$ cat config.mk
export PLATFORM = sky130hd
export DESIGN_NAME = entity_line_renderer_flat
export DESIGN_NICKNAME = d
export VERILOG_FILES = /design/src/rtl/entity_line_renderer_if.sv /design/src/rtl/entity_line_renderer.sv /design/src/flat_wrapper.sv
export SDC_FILE = /design/constraint.sdc
export NUM_CORES = 1
export LEC_CHECK = 0
export BUFFER_PORTS_ARGS = -buffer_cell sky130_fd_sc_hd__buf_2
export CORE_ASPECT_RATIO = 1.2
export CORE_MARGIN = 2
export CORE_UTILIZATION = 30
export DETAILED_ROUTE_END_ITERATION = 12
export GPL_ROUTABILITY_DRIVEN = 0
export SYNTH_ARGS = -nofsm -noshare
export SYNTH_HDL_FRONTEND = slang
export SYNTH_SLANG_ARGS = --single-unit
$ cat constraint.sdc
create_clock -name i_clk -period 5 [get_ports i_clk]
set_clock_uncertainty 0.1 [all_clocks]
set_input_delay 0.75 -clock i_clk [delete_from_list [all_inputs] [get_ports i_clk]]
set_output_delay 0.75 -clock i_clk [all_outputs]
set_load 0.02 [all_outputs]
$ cat src/rtl/entity_line_renderer_if.sv
// Bundles the request, entity RAM read port and line-buffer write port of the line renderer.
// The renderer (slave) responds to requests from the controller (master) and reads entity records.
// Contains no logic; each signal is driven by exactly one side.
interface entity_line_renderer_if;
    logic        line_start;
    logic [8:0]  line_y;
    logic [7:0]  entities_number;
    logic [7:0]  address_read_ent;
    logic [20:0] data_read_ent;
    logic [8:0]  lb_address;
    logic [2:0]  lb_data;
    logic        lb_wren;
    logic        busy;
    logic        line_done;

    modport slave (
        input  line_start, line_y, entities_number, data_read_ent,
        output address_read_ent, lb_address, lb_data, lb_wren, busy, line_done
    );

    modport master (
        output line_start, line_y, entities_number, data_read_ent,
        input  address_read_ent, lb_address, lb_data, lb_wren, busy, line_done
    );
endinterface

$ cat src/rtl/entity_line_renderer.sv
// Renders one 480-pixel line from a list of 48x48 entity records into a line buffer (ENT_CLEAR_EN adds a clear pass).
// Latency line_start->line_done: 2 + (480 if cleared) + 3 per record + 48 per record hit.
// No backpressure: line_start is ignored while busy; RAM data is expected exactly one cycle after the address.
module entity_line_renderer (
    input  logic                        i_clk,
    input  logic                        i_reset,
    entity_line_renderer_if.slave       bus
);

    typedef enum logic [2:0] {
        S_IDLE,
        S_CLEAR,
        S_FETCH,
        S_WAIT,
        S_CHECK,
        S_PAINT,
        S_DONE
    } state_t;

    state_t      r_state;
    logic [8:0]  r_line_y;
    logic [7:0]  r_ent_num;
    logic [7:0]  r_index;
    logic [9:0]  r_col;        // paint column, also the sweep column of the clear pass
    logic [5:0]  r_k;          // pixel count within one 48-wide paint
    logic [2:0]  r_type;

    logic [7:0]  r_address_read_ent;
    logic [8:0]  r_lb_address;
    logic [2:0]  r_lb_data;
    logic        r_lb_wren;
    logic        r_busy;
    logic        r_line_done;

    logic [2:0]  w_type;
    logic [9:0]  w_row;
    logic [9:0]  w_row_end;
    logic [9:0]  w_colpos;
    logic [9:0]  w_y10;
    logic        w_hit;
    logic        w_last;

    // Record decode and hit test, all in 10 bits so row_pos+48 never wraps.
    always_comb begin
        w_type    = bus.data_read_ent[20:18];
        w_row     = {1'b0, bus.data_read_ent[17:9]};
        w_colpos  = {1'b0, bus.data_read_ent[8:0]};
        w_y10     = {1'b0, r_line_y};
        w_row_end = w_row + 10'd48;
        w_hit     = (w_type != 3'b110) && (w_type != 3'b111) &&
                    (w_y10 >= w_row) && (w_y10 < w_row_end);
        w_last    = ({1'b0, r_index} + 9'd1) == {1'b0, r_ent_num};
    end

    // Control FSM; every output is a register set from the state being left, so outputs trail the state by one cycle.
    always_ff @(posedge i_clk) begin
        if (i_reset) begin
            r_state            <= S_IDLE;
            r_line_y           <= '0;
            r_ent_num          <= '0;
            r_index            <= '0;
            r_col              <= '0;
            r_k                <= '0;
            r_type             <= '0;
            r_address_read_ent <= '0;
            r_lb_address       <= '0;
            r_lb_data          <= '0;
            r_lb_wren          <= 1'b0;
            r_busy             <= 1'b0;
            r_line_done        <= 1'b0;
        end else begin
            r_lb_wren   <= 1'b0;
            r_line_done <= 1'b0;
            case (r_state)
                S_IDLE: begin
                    if (bus.line_start) begin
                        r_line_y  <= bus.line_y;
                        r_ent_num <= bus.entities_number;
                        r_index   <= '0;
                        r_col     <= '0;
                        r_busy    <= 1'b1;
`ifdef ENT_CLEAR_EN
                        r_state   <= S_CLEAR;
`else
                        r_state   <= (bus.entities_number == 8'd0) ? S_DONE : S_FETCH;
`endif
                    end
                end
`ifdef ENT_CLEAR_EN
                S_CLEAR: begin
                    r_lb_wren    <= 1'b1;
                    r_lb_address <= r_col[8:0];
                    r_lb_data    <= 3'd0;
                    if (r_col == 10'd479) begin
                        r_col   <= '0;
                        r_state <= (r_ent_num == 8'd0) ? S_DONE : S_FETCH;
                    end else begin
                        r_col   <= r_col + 10'd1;
                    end
                end
`endif
                S_FETCH: begin
                    r_address_read_ent <= r_index;
                    r_state            <= S_WAIT;
                end
                S_WAIT: begin
                    r_state <= S_CHECK;
                end
                S_CHECK: begin
                    if (w_hit) begin
                        r_col   <= w_colpos;
                        r_type  <= w_type;
                        r_k     <= '0;
                        r_state <= S_PAINT;
                    end else if (w_last) begin
                        r_state <= S_DONE;
                    end else begin
                        r_index <= r_index + 8'd1;
                        r_state <= S_FETCH;
                    end
                end
                S_PAINT: begin
                    // Columns past the right edge still take a cycle but write nothing.
                    r_lb_wren    <= (r_col < 10'd480);
                    r_lb_address <= r_col[8:0];
                    r_lb_data    <= r_type;
                    r_col        <= r_col + 10'd1;
                    r_k          <= r_k + 6'd1;
                    if (r_k == 6'd47) begin
                        if (w_last) begin
                            r_state <= S_DONE;
                        end else begin
                            r_index <= r_index + 8'd1;
                            r_state <= S_FETCH;
                        end
                    end
                end
                S_DONE: begin
                    r_line_done <= 1'b1;
                    r_busy      <= 1'b0;
                    r_index     <= '0;
                    r_state     <= S_IDLE;
                end
                default: begin
                    r_state <= S_IDLE;
                end
            endcase
        end
    end

    assign bus.address_read_ent = r_address_read_ent;
    assign bus.lb_address       = r_lb_address;
    assign bus.lb_data          = r_lb_data;
    assign bus.lb_wren          = r_lb_wren;
    assign bus.busy             = r_busy;
    assign bus.line_done        = r_line_done;

endmodule

$ cat src/flat_wrapper.sv
// flat-port wrapper written by rule: the top's interface ports become plain ports
module entity_line_renderer_flat 
  (i_clk, i_reset, bus_line_start, bus_line_y, bus_entities_number, bus_data_read_ent, bus_address_read_ent, bus_lb_address, bus_lb_data, bus_lb_wren, bus_busy, bus_line_done);
  entity_line_renderer_if bus_i ();
  input  logic i_clk;
  input  logic i_reset;
  input wire logic [$bits(bus_i.line_start)-1:0] bus_line_start;
  input wire logic [$bits(bus_i.line_y)-1:0] bus_line_y;
  input wire logic [$bits(bus_i.entities_number)-1:0] bus_entities_number;
  input wire logic [$bits(bus_i.data_read_ent)-1:0] bus_data_read_ent;
  output wire logic [$bits(bus_i.address_read_ent)-1:0] bus_address_read_ent;
  output wire logic [$bits(bus_i.lb_address)-1:0] bus_lb_address;
  output wire logic [$bits(bus_i.lb_data)-1:0] bus_lb_data;
  output wire logic [$bits(bus_i.lb_wren)-1:0] bus_lb_wren;
  output wire logic [$bits(bus_i.busy)-1:0] bus_busy;
  output wire logic [$bits(bus_i.line_done)-1:0] bus_line_done;
  assign bus_i.line_start = bus_line_start;
  assign bus_i.line_y = bus_line_y;
  assign bus_i.entities_number = bus_entities_number;
  assign bus_i.data_read_ent = bus_data_read_ent;
  assign bus_address_read_ent = bus_i.address_read_ent;
  assign bus_lb_address = bus_i.lb_address;
  assign bus_lb_data = bus_i.lb_data;
  assign bus_lb_wren = bus_i.lb_wren;
  assign bus_busy = bus_i.busy;
  assign bus_line_done = bus_i.line_done;
  entity_line_renderer u_core (.i_clk(i_clk), .i_reset(i_reset), .bus(bus_i));
endmodule
After elaboration in Yosys (flattened, before gate mapping)
Index checks and enable logic that the tools add are counted.
W data, S select, Z words.
{"block": "word_totals", "word_cells": 71, "reg_bits": 70, "output_inout_bits": 23, "input_bits": 41}
{"block": "classes", "mux": 19, "reduce_logical": 17, "addsub": 5, "n_lt_le_gt_ge": 3, "bitwise": 1, "eq_ne": 13}
{"operator": "$mux W8", "n": 4}
{"operator": "$pmux W8 S4", "n": 1}
{"operator": "$pmux W10 S3", "n": 1}
{"operator": "$mux W10", "n": 2}
{"operator": "$mux W3", "n": 5}
{"operator": "$pmux W3 S5", "n": 1}
{"operator": "$pmux W6 S2", "n": 1}
{"operator": "$add A10 B1 Y10 const B", "n": 1}
{"operator": "$add A9 B6 Y10 const B", "n": 1}
{"operator": "$lt A10 B9 Y1 const B", "n": 1}
{"operator": "$lt A9 B10 Y1", "n": 1}
{"operator": "$reduce_and A2 Y1", "n": 5}
{"operator": "$add A8 B1 Y9 const B", "n": 1}
{"operator": "$eq A3 B3 Y1 const B", "n": 3}
{"operator": "$eq A9 B8 Y1", "n": 1}
{"operator": "$ge A9 B9 Y1", "n": 1}
{"operator": "$add A8 B1 Y8 const B", "n": 1}
{"operator": "$logic_not A8 Y1", "n": 1}
{"operator": "$add A6 B1 Y6 const B", "n": 1}
{"operator": "$eq A3 B2 Y1 const B", "n": 2}
{"operator": "$eq A6 B6 Y1 const B", "n": 1}
{"operator": "$mux W6", "n": 1}
{"operator": "$ne A3 B3 Y1 const B", "n": 2}
{"operator": "$ne A2 B1 Y1 const B", "n": 2}
{"operator": "other kinds (12)", "n": 17}

Depth between registers and ports, before layout
Gate-level depths: netlist of run 1.
{"block": "depth", "ltp_word": 6, "mapped_depth": 12, "depth_no_buf": 11}

Least setup slack after synthesis of run 1
No wires, ideal clock.
{"block": "synth_timing", "path_type": "input port to flip-flop", "start": "input port bus_data_read_ent[13]", "end": "register u_core.r_index[0]", "path_buffers": 0, "setup_time_ns": 0.073, "t_arrival_ns": 2.767, "stages": 11, "slack_ns": 2.060, "required_time_ns": 4.827, "path_cell_list": "inv_1 ha_1 xor2_1 ha_1 a211o_1 a21oi_2 a31oi_2 a221oi_4 nand3_2 nand4_4 mux2i_1"}
{"block": "synth_via", "elab_chain_len": 5, "elab_cells_between_ends": 7, "classes_between": "add/sub: 1; order compare: 2; eq/ne: 1; reduce/logical: 3"}
{"item": "from (decl)", "line": "flat_wrapper.sv:10", "rtl": "input wire logic [$bits(bus_i.data_read_ent)-1:0] bus_data_read_ent;"}
{"item": "$add A9 B6 Y10 or $ge A9 B9 Y1 (tied branches)", "line": "entity_line_renderer.sv:49, entity_line_renderer.sv:51"}
{"item": "$lt A9 B10 Y1 or $logic_and A1 B1 Y1 (tied branches)", "line": "entity_line_renderer.sv:51, entity_line_renderer.sv:50"}
{"item": "$logic_and A1 B1 Y1 *", "line": "entity_line_renderer.sv:51", "rtl": "(w_y10 >= w_row) && (w_y10 < w_row_end);"}
{"item": "$ne A2 B2 Y1 (no line) *"}
{"item": "$reduce_and A4 Y1 (no line) *"}
{"item": "to (signal assigned)", "line": "entity_line_renderer.sv:118", "rtl": "r_index <= r_index + 8'd1;"}
{"item": "to (signal assigned)", "line": "entity_line_renderer.sv:133", "rtl": "r_index <= r_index + 8'd1;"}
{"item": "to (decl)", "line": "entity_line_renderer.sv:23", "rtl": "logic [7:0] r_index;"}
Mark *: on every way between the ends. The rest lies on a longest branch, timed or not.
A chain may end at the register's enable or synchronous reset.

Final worst setup path of run 1
{"block": "layout_timing", "start": "input port bus_data_read_ent[13]", "end": "register u_core.r_index[3]"}
Same word-level chain as after synthesis.

==> metrics.md, run 1 <==
| Metric | Value |
|---|---|
| Status | `finished, final reports clean` |
| Post-route clock period utilization | `0.611` |
| Synth cell types | `52` |
| Tot GR Track Use | `0.139` |
| Largest net degree at the start of global routing | `63` |
| Inserted Clock Buffers | `9` |
| Worst setup EP type | `flop` |
| Largest area contributor in the netlist | `dfxtp_1` |
| Min cycle time layout | `approximately 3.1 ns` |
| Cell Pwr Density | `between 300 and 400 mW/mm²` |
| Post-DP HPWL | `between 6 and 7 mm` |
| Setup crit start kind | `input pin` |
| Clk pin slew, worst setup/hold paths | `roughly 0.05 ns` |
| Via count | `around 3200` |
| Synth cell count leaders | `nand2_1, dfxtp_1, a21oi_1` |
| Drt total wl | `between 8 and 9 mm` |
| Area delta synth->final | `20.7%` |
| Placement Rows | `43` |
| EDFF count, synth | `0` |
| CTS tree | `yes` |
| RSZ-0062 raised after global routing | `no` |
| Synth top area share | `0.387` |
| Die Ht | `approximately 120 µm` |
| Initial antenna violation count | `0` |
| WP data required | `about 5.2 ns` |
| IO Pins | `between 60 and 70` |
| WP data arrival | `3.22 ns` |
| Via density | `4.84` |
| Fraction of layout cells with a size suffix above 1 | `0.188` |
| Clk_lat worst skew | `between 0.3 and 0.4 ns` |
| Mapped Area | `approximately 0.0036 mm²` |
| Final Hold Fails | `0` |
| Slew Limit Fails | `0` |
| Final Net Count | `560` |
| Setup violators final | `0` |
| Count leader, synth | `nand2_1` |
| CTS max path bufs | `2` |
| Synthesized flop and latch total | `70` |
| Diodes inserted | `0` |
| Slew headroom | `0.222` |
| Post-route ant nets | `0` |
| Global route overflow | `0` |
| Total iterations of the first detailed-routing run | `4` |
| Crit path max fanout | `9` |
| Sequential share of the synthesized area | `0.387` |
| Drt initial violations | `140` |
| Residual DRC | `0` |
| First-pass GRT wire length | `between 10 and 15 mm` |
| Pleak | `roughly 1.8 nW` |
| Post_cts resized | `0` |
| YS warnings | `0` |
| Setup TNS | `0 ns` |
| Max Cap Viol | `0` |
| Clk sinks | `70` |
| Port bufs | `63` |
| FMAX | `~330 MHz` |
| DR WL/cell | `~13 µm` |
| FFs w/ async S/R, synth | `0` |
| Crit path kind | `input pin to flop` |
| Core area | `0.0117 mm²` |
| Cells after Synth | `between 400 and 500` |
| CTS Root Cell | `clkbuf_16` |
| Maximum VDD drop | `approximately 0.23 mV` |
| Final Non-Filler Cells | `about 660` |
| Die ar. | `around 0.013 mm²` |
| Predominant post-synthesis flop cell | `dfxtp_1` |
| Inst Count DP | `647` |
| Die X | `104 µm` |
| Top cells by area, synth | `dfxtp_1, nand2_1, a21oi_1` |
| CTS H-tree lvls | `3` |
| Post-CTS Hold Fix Bufs | `0` |
| Post-CTS Setup Inserts | `0` |
| Initial Util | `0.310` |
| Worst-Margin Slew | `roughly 1.2 ns` |
| Worst hold path type | `flop to flop` |
| Number of global-route vias before repair | `3099` |
| Avg Cell Area, Syn | `roughly 8.1 µm²` |
| Post-Syn Nets | `between 500 and 600` |
## flip-flops by register name, summed over array words and instances (netlist names), 6 cells and up
name / count
u_core.r_ent_num: 8
u_core.bus.address_read_ent: 8
u_core.r_k: 6
u_core.r_index: 8
u_core.r_col: 10
u_core.bus.lb_address: 9
u_core.r_line_y: 9
## path summary, 6_finish.rpt
check,start,to,slack (ns),depth (start not counted)
worst max register to register,u_core.r_state[0],u_core.r_col[1],2.43,7
worst min-delay path,u_core.bus.lb_address[6],u_core.bus.lb_address[6],0.35,2
worst min register to register,u_core.bus.lb_address[6],u_core.bus.lb_address[6],0.35,2
worst max-delay path,bus_data_read_ent[13],u_core.r_index[3],1.94,12
## through the flow
step	cell area, µm²	power (W)	util	hold WS [ns]	setup slack, ns
final	4370	0.00142	0.374	0.350	1.94
after global routing	4370	0.00150	0.374	0.373	1.77
after CTS	4370	0.00144	0.374	0.354	1.93
after detailed placement	4050	0.000765	0.346	0.344	1.58
after global placement	4050	0.000760	0.346	0.343	1.71
after floorplan	3620	0.000719	-	0.318	2.06
## cell families (layout without fill, tap and decap cells)
family / Yosys count / in the layout / share of synthesized area
and+or+nand+nor: 182 / 182 / 0.230
AOI/OAI and AO/OA: 99 / 99 / 0.181
DFF: 70 / 70 / 0.387
buffers and inverters: 43 / 101 / 0.0470
xor gates and xnor gates: 22 / 22 / 0.0533
adders and majority gates: 18 / 18 / 0.0623
muxes: 14 / 14 / 0.0391
## area by class of cell
cell class	count	area [µm²]
Timing Repair Buffer	64	323
Tap cell	157	196
Fill cell	1228	7310
Clock buffer	14	284
Clock inverter	2	37.5
Multi-Input combinational cell	335	2050
Inverter	21	78.8
Sequential cell	70	1400
## cells in the final DEF, fill, tap and decap left out, types with 2 or more instances in the layout
master,synthesis,final
a221oi_1,4,4
nor3_1,7,7
xor2_1,9,9
a21oi_1,52,52
clkbuf_16,0,9
nor2b_1,3,3
inv_1,21,21
dfxtp_1,70,70
ha_1,18,18
nor2_1,24,24
a32oi_1,2,2
clkbuf_8,0,4
xnor2_1,13,13
o21ai_1,4,4
nand2_1,109,109
o21a_1,2,2
mux2i_1,13,13
nor4_1,4,4
o21ai_0,9,9
or2_0,2,2
a31oi_1,5,5
o21ai_2,2,2
a211oi_1,6,6
nand3_1,9,9
buf_2,1,63
nand3_2,3,3
nand4_1,4,4
o211ai_1,2,2
nand2b_1,4,4
and2_1,3,3
## layer usage
metal  GRT usage  up-vias  part of all wire
met4      0.0612        0             0.018
met2       0.238       57              0.51
met5           0        -                 0
met3      0.0372       11             0.040
met1       0.161     1497              0.44
li1            -     1646                 -
## report_power, final
group          total (W)  switching (W)  leakage, nW  internal [W]
Sequential      0.000596      0.0000203        0.568      0.000576
Combinational   0.000156      0.0000914         1.07     0.0000644
Clock           0.000672       0.000231        0.155      0.000440
Total            0.00142       0.000343         1.79       0.00108
## critical path, stage by stage
cell and delay, ns:
buf_2 0.13, inv_1 0.07, ha_1 0.22, xor2_1 0.15
ha_1 0.21, a211o_1 0.30, a21oi_2 0.11, a31oi_2 0.11
a221oi_4 0.31, nand3_2 0.32, nand4_4 0.30, mux2i_1 0.22
(Power assumes the default switching activity.)
==> run 2: changes to the inputs <==
==> constraint.sdc (replaced) <==
create_clock -name i_clk -period 2.7 [get_ports i_clk]
set_clock_uncertainty 0.1 [all_clocks]
set_input_delay 0.405 -clock i_clk [delete_from_list [all_inputs] [get_ports i_clk]]
set_output_delay 0.405 -clock i_clk [all_outputs]
set_load 0.02 [all_outputs]
==> metrics.md, run 2 (synthesized netlist as in run 1, its figures left out) <==
| Metric | Value |
|---|---|
| Status | `finished, final reports clean` |
| Inserted Clock Buffers | `9 (unchanged)` |
| Maximum VDD drop | `0.271 mV (+17%)` |
| FMAX | `399 MHz` |
| Worst r2r src | `u_core.r_line_y[7]` |
| Largest Register | `u_core.r_col` |
| Largest net degree at the start of global routing | `35 (-44%)` |
| Worst hold path type | `input pin to flop` |
| Die ar. | `0.0130 mm² (unchanged)` |
| Fraction of layout cells with a size suffix above 1 | `0.207 (+0.0188)` |
| Clk_lat worst skew | `0.33 ns (about the same)` |
| WP data required | `2.84 ns (-2.32 ns)` |
| Die X | `104 µm (unchanged)` |
| Worst setup EP type | `flop` |
| Die Ht | `124 µm (unchanged)` |
| Max stage delay on crit path | `0.31 ns (about the same)` |
| Filler Cells Inserted | `1237 (+0.73%)` |
| Setup violators final | `0 (unchanged)` |
| Slew headroom | `0.500 (+0.278)` |
| Final Net Count | `572 (+2.1%)` |
| Leading cell type in the layout, fill and taps excluded | `nand2_1` |
| Crit path kind | `input pin to flop` |
| CP max stage cell | `a211o_1` |
| Psw | `0.000635 W (+85%)` |
| Via count | `3225 (+0.44%)` |
| Post-CTS Setup Inserts | `0 (unchanged)` |
| Sw frac | `0.251 (+0.0103)` |
| PnR worst setup slack | `0.192 ns (-1.75 ns)` |
| Clk sinks | `70 (unchanged)` |
| Post-route ant nets | `0 (unchanged)` |
| Post-CTS Hold Fix Bufs | `0 (unchanged)` |
| Power Internal | `0.00189 W (+75%)` |
| Most frequent cells in the layout | `nand2_1, dfxtp_1, buf_2` |
| Cell Pwr Density | `571 mW/mm² (+75%)` |
| Setup crit start kind | `input pin` |
| Placement Rows | `43 (unchanged)` |
| Area delta synth->final | `22.3%` |
| Hold-critical path depth | `3 (+1)` |
| Largest register FFs | `10 (unchanged)` |
| Crit path max fanout | `16 (+7)` |
| DR WL/cell | `12.7 µm (-2.3%)` |
| Critical path, cell by cell | `buf_2, inv_1, ha_1, xor2_1, ha_1, a211o_1, a21oi_2, a31oi_2, a221oi_4, a31oi_4, buf_4, a211oi_1` |
| Hold Path End | `u_core.r_line_y[1]` |
| Top cell by count, worst path | `ha_1` |
| Clock power share | `0.441 (-0.031)` |
| Area of placed instances | `0.00414 mm² (+2.2%)` |
| Setup TNS | `0 ns (unchanged)` |
| Initial Util | `0.310 (unchanged)` |
| Clk pin slew, worst setup/hold paths | `0.06 ns (about the same)` |
| IO Pins | `64 (unchanged)` |
| WP data arrival | `2.65 ns (-0.57 ns)` |
| CTS max path bufs | `2 (unchanged)` |
| Combinational share of power | `0.122 (+0.013)` |
| Tot GR Track Use | `0.137 (-0.00146)` |
| Sequential power share | `0.437 (+0.018)` |
| Min cycle time layout | `about 2.5 ns` |
| Hold_sp | `bus_line_y[1]` |
| Core area | `0.0117 mm² (unchanged)` |
| Final Hold Fails | `0 (unchanged)` |
| Slew Limit Fails | `0 (unchanged)` |
| CTS tree | `yes` |
| Final Total Pwr | `0.00253 W (+77%)` |
| Diodes inserted | `0 (unchanged)` |
| Worst-Margin Slew | `0.748 ns (-0.419 ns)` |
| Pleak | `1.83 nW (+2.4%)` |
| Number of global-route vias before repair | `3190 (+2.9%)` |
| RSZ-0062 raised after global routing | `no` |
| Reg2Reg Depth | `8 (+1)` |
| Post-DP HPWL | `6.51 mm (+3.0%)` |
| Post-route clock period utilization | `0.929` |
| Drt initial violations | `158 (+13%)` |
| CTS H-tree lvls | `3 (unchanged)` |
| Reg-to-reg endpoint | `u_core.r_col[3]` |
| CTS Root Cell | `clkbuf_16` |
| Global route overflow | `0 (unchanged)` |
| Drt total wl | `8.56 mm (-0.58%)` |
| Port bufs | `63 (unchanged)` |
| Fin area | `0.00442 mm² (+1.3%)` |
| Pre-CTS setup slack | `-0.197 ns (-1.78 ns)` |
| Total iterations of the first detailed-routing run | `6 (+2)` |
| R2R setup slack | `0.36 ns (-2.07 ns)` |
| Max Cap Viol | `0 (unchanged)` |
| Residual DRC | `0 (unchanged)` |
| Initial antenna violation count | `0 (unchanged)` |
| Via density | `4.78 (-1.3%)` |
| First-pass GRT wire length | `14.4 mm (-0.95%)` |
==> run 2: cell types whose count changed in the layout (fill, tap and decap cells not counted), sizes merged <==
cell and delta:
buf +12, bufinv -1, clkbuf -1, clkinv +2
==> run 2: metrics by stage <==
stage | hold slack [ns] | utilization | cells
finish | 0.217 | 0.379 | 675
global route | 0.218 | 0.379 | 675
CTS | 0.205 | 0.379 | 675
detailed placement | 0.345 | 0.354 | 659
global placement | 0.337 | 0.354 | 659
floorplan | 0.318 | - | 448
==> run 2: final cells by class <==
type | count | area [µm²] | area share
clock buffer | 13 | 270 | 0.0611
clock inverter | 3 | 17.5 | 0.00396
inverter | 21 | 78.8 | 0.0178
multi-input combinational | 335 | 2050 | 0.463
sequential | 70 | 1400 | 0.317
tap | 157 | 196 | 0.0444
timing repair buffer | 76 | 413 | 0.0934
==> run 2: metal layers <==
metal | part of all wire | wire [µm] | track usage
met2 | 0.51 | 4390 | 0.250
met4 | 0.017 | 144 | 0.0596
met5 | 0 | 0 | 0
met3 | 0.029 | 244 | 0.0283
met1 | 0.44 | 3790 | 0.154
==> run 2: worst max-delay path by stage <==
| stage | start | endpoint | depth (start not counted) | slack, ns |
|---|---|---|---|---|
| finish | bus_data_read_ent[13] | u_core.r_col[3] | 12 | 0.19 |
| global route | bus_data_read_ent[13] | u_core.r_col[4] | 11 | 0.01 |
| CTS | bus_data_read_ent[13] | u_core.r_col[1] | 12 | 0.16 |
| detailed placement | bus_data_read_ent[13] | u_core.r_col[1] | 12 | -0.20 |
| global placement | bus_data_read_ent[13] | u_core.r_col[1] | 12 | -0.06 |
| floorplan | bus_data_read_ent[13] | u_core.r_index[0] | 11 | 0.10 |
==> run 2: power by group through the flow <==
stage | logic [W] | clock network [W] | registers (W)
2_1_floorplan | 0.000221 | 0 | 0.00111
3_3_place_gp | 0.000299 | 0 | 0.00113
3_5_place_dp | 0.000310 | 0 | 0.00113
4_1_cts | 0.000311 | 0.00114 | 0.00110
5_1_grt | 0.000347 | 0.00119 | 0.00111
6_report | 0.000308 | 0.00111 | 0.00110
==> run 2: critical path: cells and delay by family <==
kind            cells  cell delay [ns]
compound gates      6             1.31
xor+xnor            1             0.15
fa+ha+maj           2             0.43
buf+inv             3             0.35
==> run 2: what timing repair did <==
action / CTS / global route
endpoints found under the hold margin: 0 / 0
setup endpoints to repair: 0 / 1
gates resized for setup: 0 / 0
==> run 3: changes to the inputs <==
--- a/config.mk
+++ b/config.mk
@@ -5,6 +5,7 @@
 export SDC_FILE = /design/constraint.sdc
 export NUM_CORES = 1
 export LEC_CHECK = 0
+export ABC_AREA = 1
 export BUFFER_PORTS_ARGS = -buffer_cell sky130_fd_sc_hd__buf_2
 export CORE_ASPECT_RATIO = 1.2
 export CORE_MARGIN = 2
==> constraint.sdc (replaced) <==
create_clock -name i_clk -period 2.5 [get_ports i_clk]
set_clock_uncertainty 0.1 [all_clocks]
set_input_delay 0.375 -clock i_clk [delete_from_list [all_inputs] [get_ports i_clk]]
set_output_delay 0.375 -clock i_clk [all_outputs]
set_load 0.02 [all_outputs]
==> metrics.md, run 3 <==
| Metric | Value |
|---|---|
| YS warnings | `0 (unchanged)` |
| Avg Cell Area, Syn | `7.00 µm² (-13%)` |
| Post-DP HPWL | `7.04 mm (+8.2%)` |
| Diodes inserted | `0 (unchanged)` |
| Number of global-route vias before repair | `3559 (+12%)` |
| Setup violators final | `0 (unchanged)` |
| Post-route clock period utilization | `0.873` |
| DR WL/cell | `12.0 µm (-5.5%)` |
| Port bufs | `63 (unchanged)` |
| Initial Util | `0.308 (-0.00158)` |
| Post-Syn Nets | `617 (+22%)` |
| Setup crit start kind | `flop` |
| Fin area | `0.00468 mm² (+5.8%)` |
| Critical path, cell by cell | `ha_2, nand3_1, nor2_1, nand2_1, nand2_1, nor2_1, nor2_1, nand3_4, nand3_4, nand2_1, inv_2, nor2_2` |
| Slew headroom | `0.502 (+0.00165)` |
| Synth cell types | `40 (-23%)` |
| Maximum VDD drop | `0.258 mV (-4.7%)` |
| Residual DRC | `0 (unchanged)` |
| Final Hold Fails | `0 (unchanged)` |
| Largest area contributor in the netlist | `dfxtp_1` |
| First-pass GRT wire length | `15.9 mm (+11%)` |
| Die Ht | `129 µm (+3.8%)` |
| Family with the most delay on the worst path | `simple AND/OR/NAND/NOR gates` |
| CTS tree | `yes` |
| Count leader, synth | `nand2_1` |
| FFs w/ async S/R, synth | `0 (unchanged)` |
| Post-CTS Hold Fix Bufs | `0 (unchanged)` |
| Filler Cells Inserted | `1362 (+10%)` |
| Pleak | `2.16 nW (+18%)` |
| CTS Root Cell | `clkbuf_16` |
| Inserted Clock Buffers | `9 (unchanged)` |
| Final Total Pwr | `0.00316 W (+25%)` |
| CTS H-tree lvls | `3 (unchanged)` |
| EDFF count, synth | `0 (unchanged)` |
| Synth top area share | `0.359 (-0.0285)` |
| Mapped Area | `0.00390 mm² (+8.0%)` |
| Global route overflow | `0 (unchanged)` |
| Crit path max fanout | `10 (-6)` |
| RSZ-0062 raised after global routing | `no` |
| Via count | `3733 (+16%)` |
| Die ar. | `0.0139 mm² (+7.7%)` |
| Post_cts resized | `0 (unchanged)` |
| Slew Limit Fails | `0 (unchanged)` |
| Min cycle time layout | `~2.2 ns` |
| Crit path kind | `flop to flop` |
| Drt total wl | `9.41 mm (+9.9%)` |
| IO Pins | `64 (unchanged)` |
| Largest Register | `u_core.r_col` |
| Synthesized flop and latch total | `70 (unchanged)` |
| Final Net Count | `676 (+18%)` |
| Largest net degree at the start of global routing | `33 (-5.7%)` |
| Post-CTS Setup Inserts | `0 (unchanged)` |
| Core area | `0.0127 mm² (+8.5%)` |
| FMAX | `around 460 MHz` |
| Max stage delay on crit path | `0.50 ns (+0.19 ns)` |
| Predominant post-synthesis flop cell | `dfxtp_1` |
| Worst-Margin Slew | `0.745 ns (-0.00247 ns)` |
| Cells after Synth | `558 (+25%)` |
| Clk pin slew, worst setup/hold paths | `0.06 ns (about the same)` |
| CP max stage cell | `dfxtp_1` |
| Worst Hold Slack | `0.203 ns (-0.0137 ns)` |
| Largest register FFs | `10 (unchanged)` |
| Setup TNS | `0 ns (unchanged)` |
| WP data arrival | `2.32 ns (-0.33 ns)` |
| CTS max path bufs | `2 (unchanged)` |
| WP data required | `2.64 ns (-0.20 ns)` |
| Crit path buf inv count | `1 (-2)` |
| R2R setup slack | `0.32 ns (-0.04 ns)` |
| Tot GR Track Use | `0.144 (+0.00698)` |
| Die X | `108 µm (+3.8%)` |
| Post-route ant nets | `0 (unchanged)` |
| Area delta synth->final | `19.9%` |
| Synth cell count leaders | `nand2_1, inv_1, dfxtp_1` |
| Final Util | `0.369 (-0.00936)` |
| Clk sinks | `70 (unchanged)` |
| Top cells by area, synth | `dfxtp_1, nand2_1, inv_1` |
| Total iterations of the first detailed-routing run | `5 (-1)` |
| Clk_lat worst skew | `0.34 ns (about the same)` |
| Initial antenna violation count | `0 (unchanged)` |
| Worst setup EP type | `flop` |
| Max Cap Viol | `0 (unchanged)` |
| Status | `finished, final reports clean` |
| Via density | `4.76 (-0.47%)` |
| Fraction of layout cells with a size suffix above 1 | `0.184 (-0.0230)` |
| Leading cell type in the layout, fill and taps excluded | `nand2_1` |
| Drt initial violations | `158 (unchanged)` |
| Sequential share of the synthesized area | `0.359 (-0.0285)` |
| Most frequent cells in the layout | `nand2_1, inv_1, dfxtp_1` |
| Area of placed instances | `0.00437 mm² (+5.6%)` |
| Placement Rows | `45 (+4.7%)` |
| Worst hold path type | `input pin to flop` |
| Cell Pwr Density | `675 mW/mm² (+18%)` |
==> run 3: cell count changes in the layout (fill, tap and decap cells not counted), sizes merged, moves of 13 or more <==
cell	before	now
inv	21	81
mux2i	13	0
nand3	12	44
nand2	109	133
o21ai	15	41
nor2	25	49
==> run 3: final timing paths <==
path                             startpoint                        endpoint  cells after the start
min reg2reg  u_core.bus.address_read_ent[3]  u_core.bus.address_read_ent[3]                      2
min                           bus_line_y[7]              u_core.r_line_y[7]                      3
max                       u_core.r_index[0]               u_core.r_index[7]                     12
max reg2reg               u_core.r_index[0]               u_core.r_index[7]                     12
==> run 3: cell families after synthesis <==
group                      after synthesis  synth area share
AOI/OAI and AO/OA                      112             0.164
buffers and inverters                  100             0.105
DFF                                     70             0.359
xor gates and xnor gates                11            0.0247
and+or+nand+nor                        247             0.290
adders and majority gates               18            0.0577
==> run 3: layout make-up <==
cell class	instances	area, µm²	area share
sequential	70	1400	0.299
timing repair buffer	68	365	0.0781
tap	164	205	0.0438
inverter	80	300	0.0642
clock buffer	9	225	0.0481
clock inverter	6	86.3	0.0184
multi-input combinational	388	2100	0.448
==> run 3: power by group <==
part / total, W / leakage [nW] / switching, W / internal (W)
registers: 0.00126 / 0.571 / 0.0000703 / 0.00119
logic: 0.000537 / 1.44 / 0.000336 / 0.000201
clock network: 0.00136 / 0.152 / 0.000495 / 0.000867
==> run 3: metal layers <==
metal,vias up,track usage,part of all wire
met3,20,0.0243,0.035
li1,1938,-,-
met1,1709,0.165,0.43
met4,0,0.0822,0.032
met2,66,0.253,0.50
met5,-,0,0
==> run 3: through the flow <==
stage,setup slack (ns),std cells
6_report,0.319,785
5_1_grt,0.0542,785
4_1_cts,0.258,785
3_5_place_dp,0.0443,770
3_3_place_gp,0.100,770
2_1_floorplan,0.311,558
==> run 3: worst min-delay path, cell delays in order <==
cell	delay, ns
buf_2	0.09
nand3_1	0.07
a21oi_1	0.06
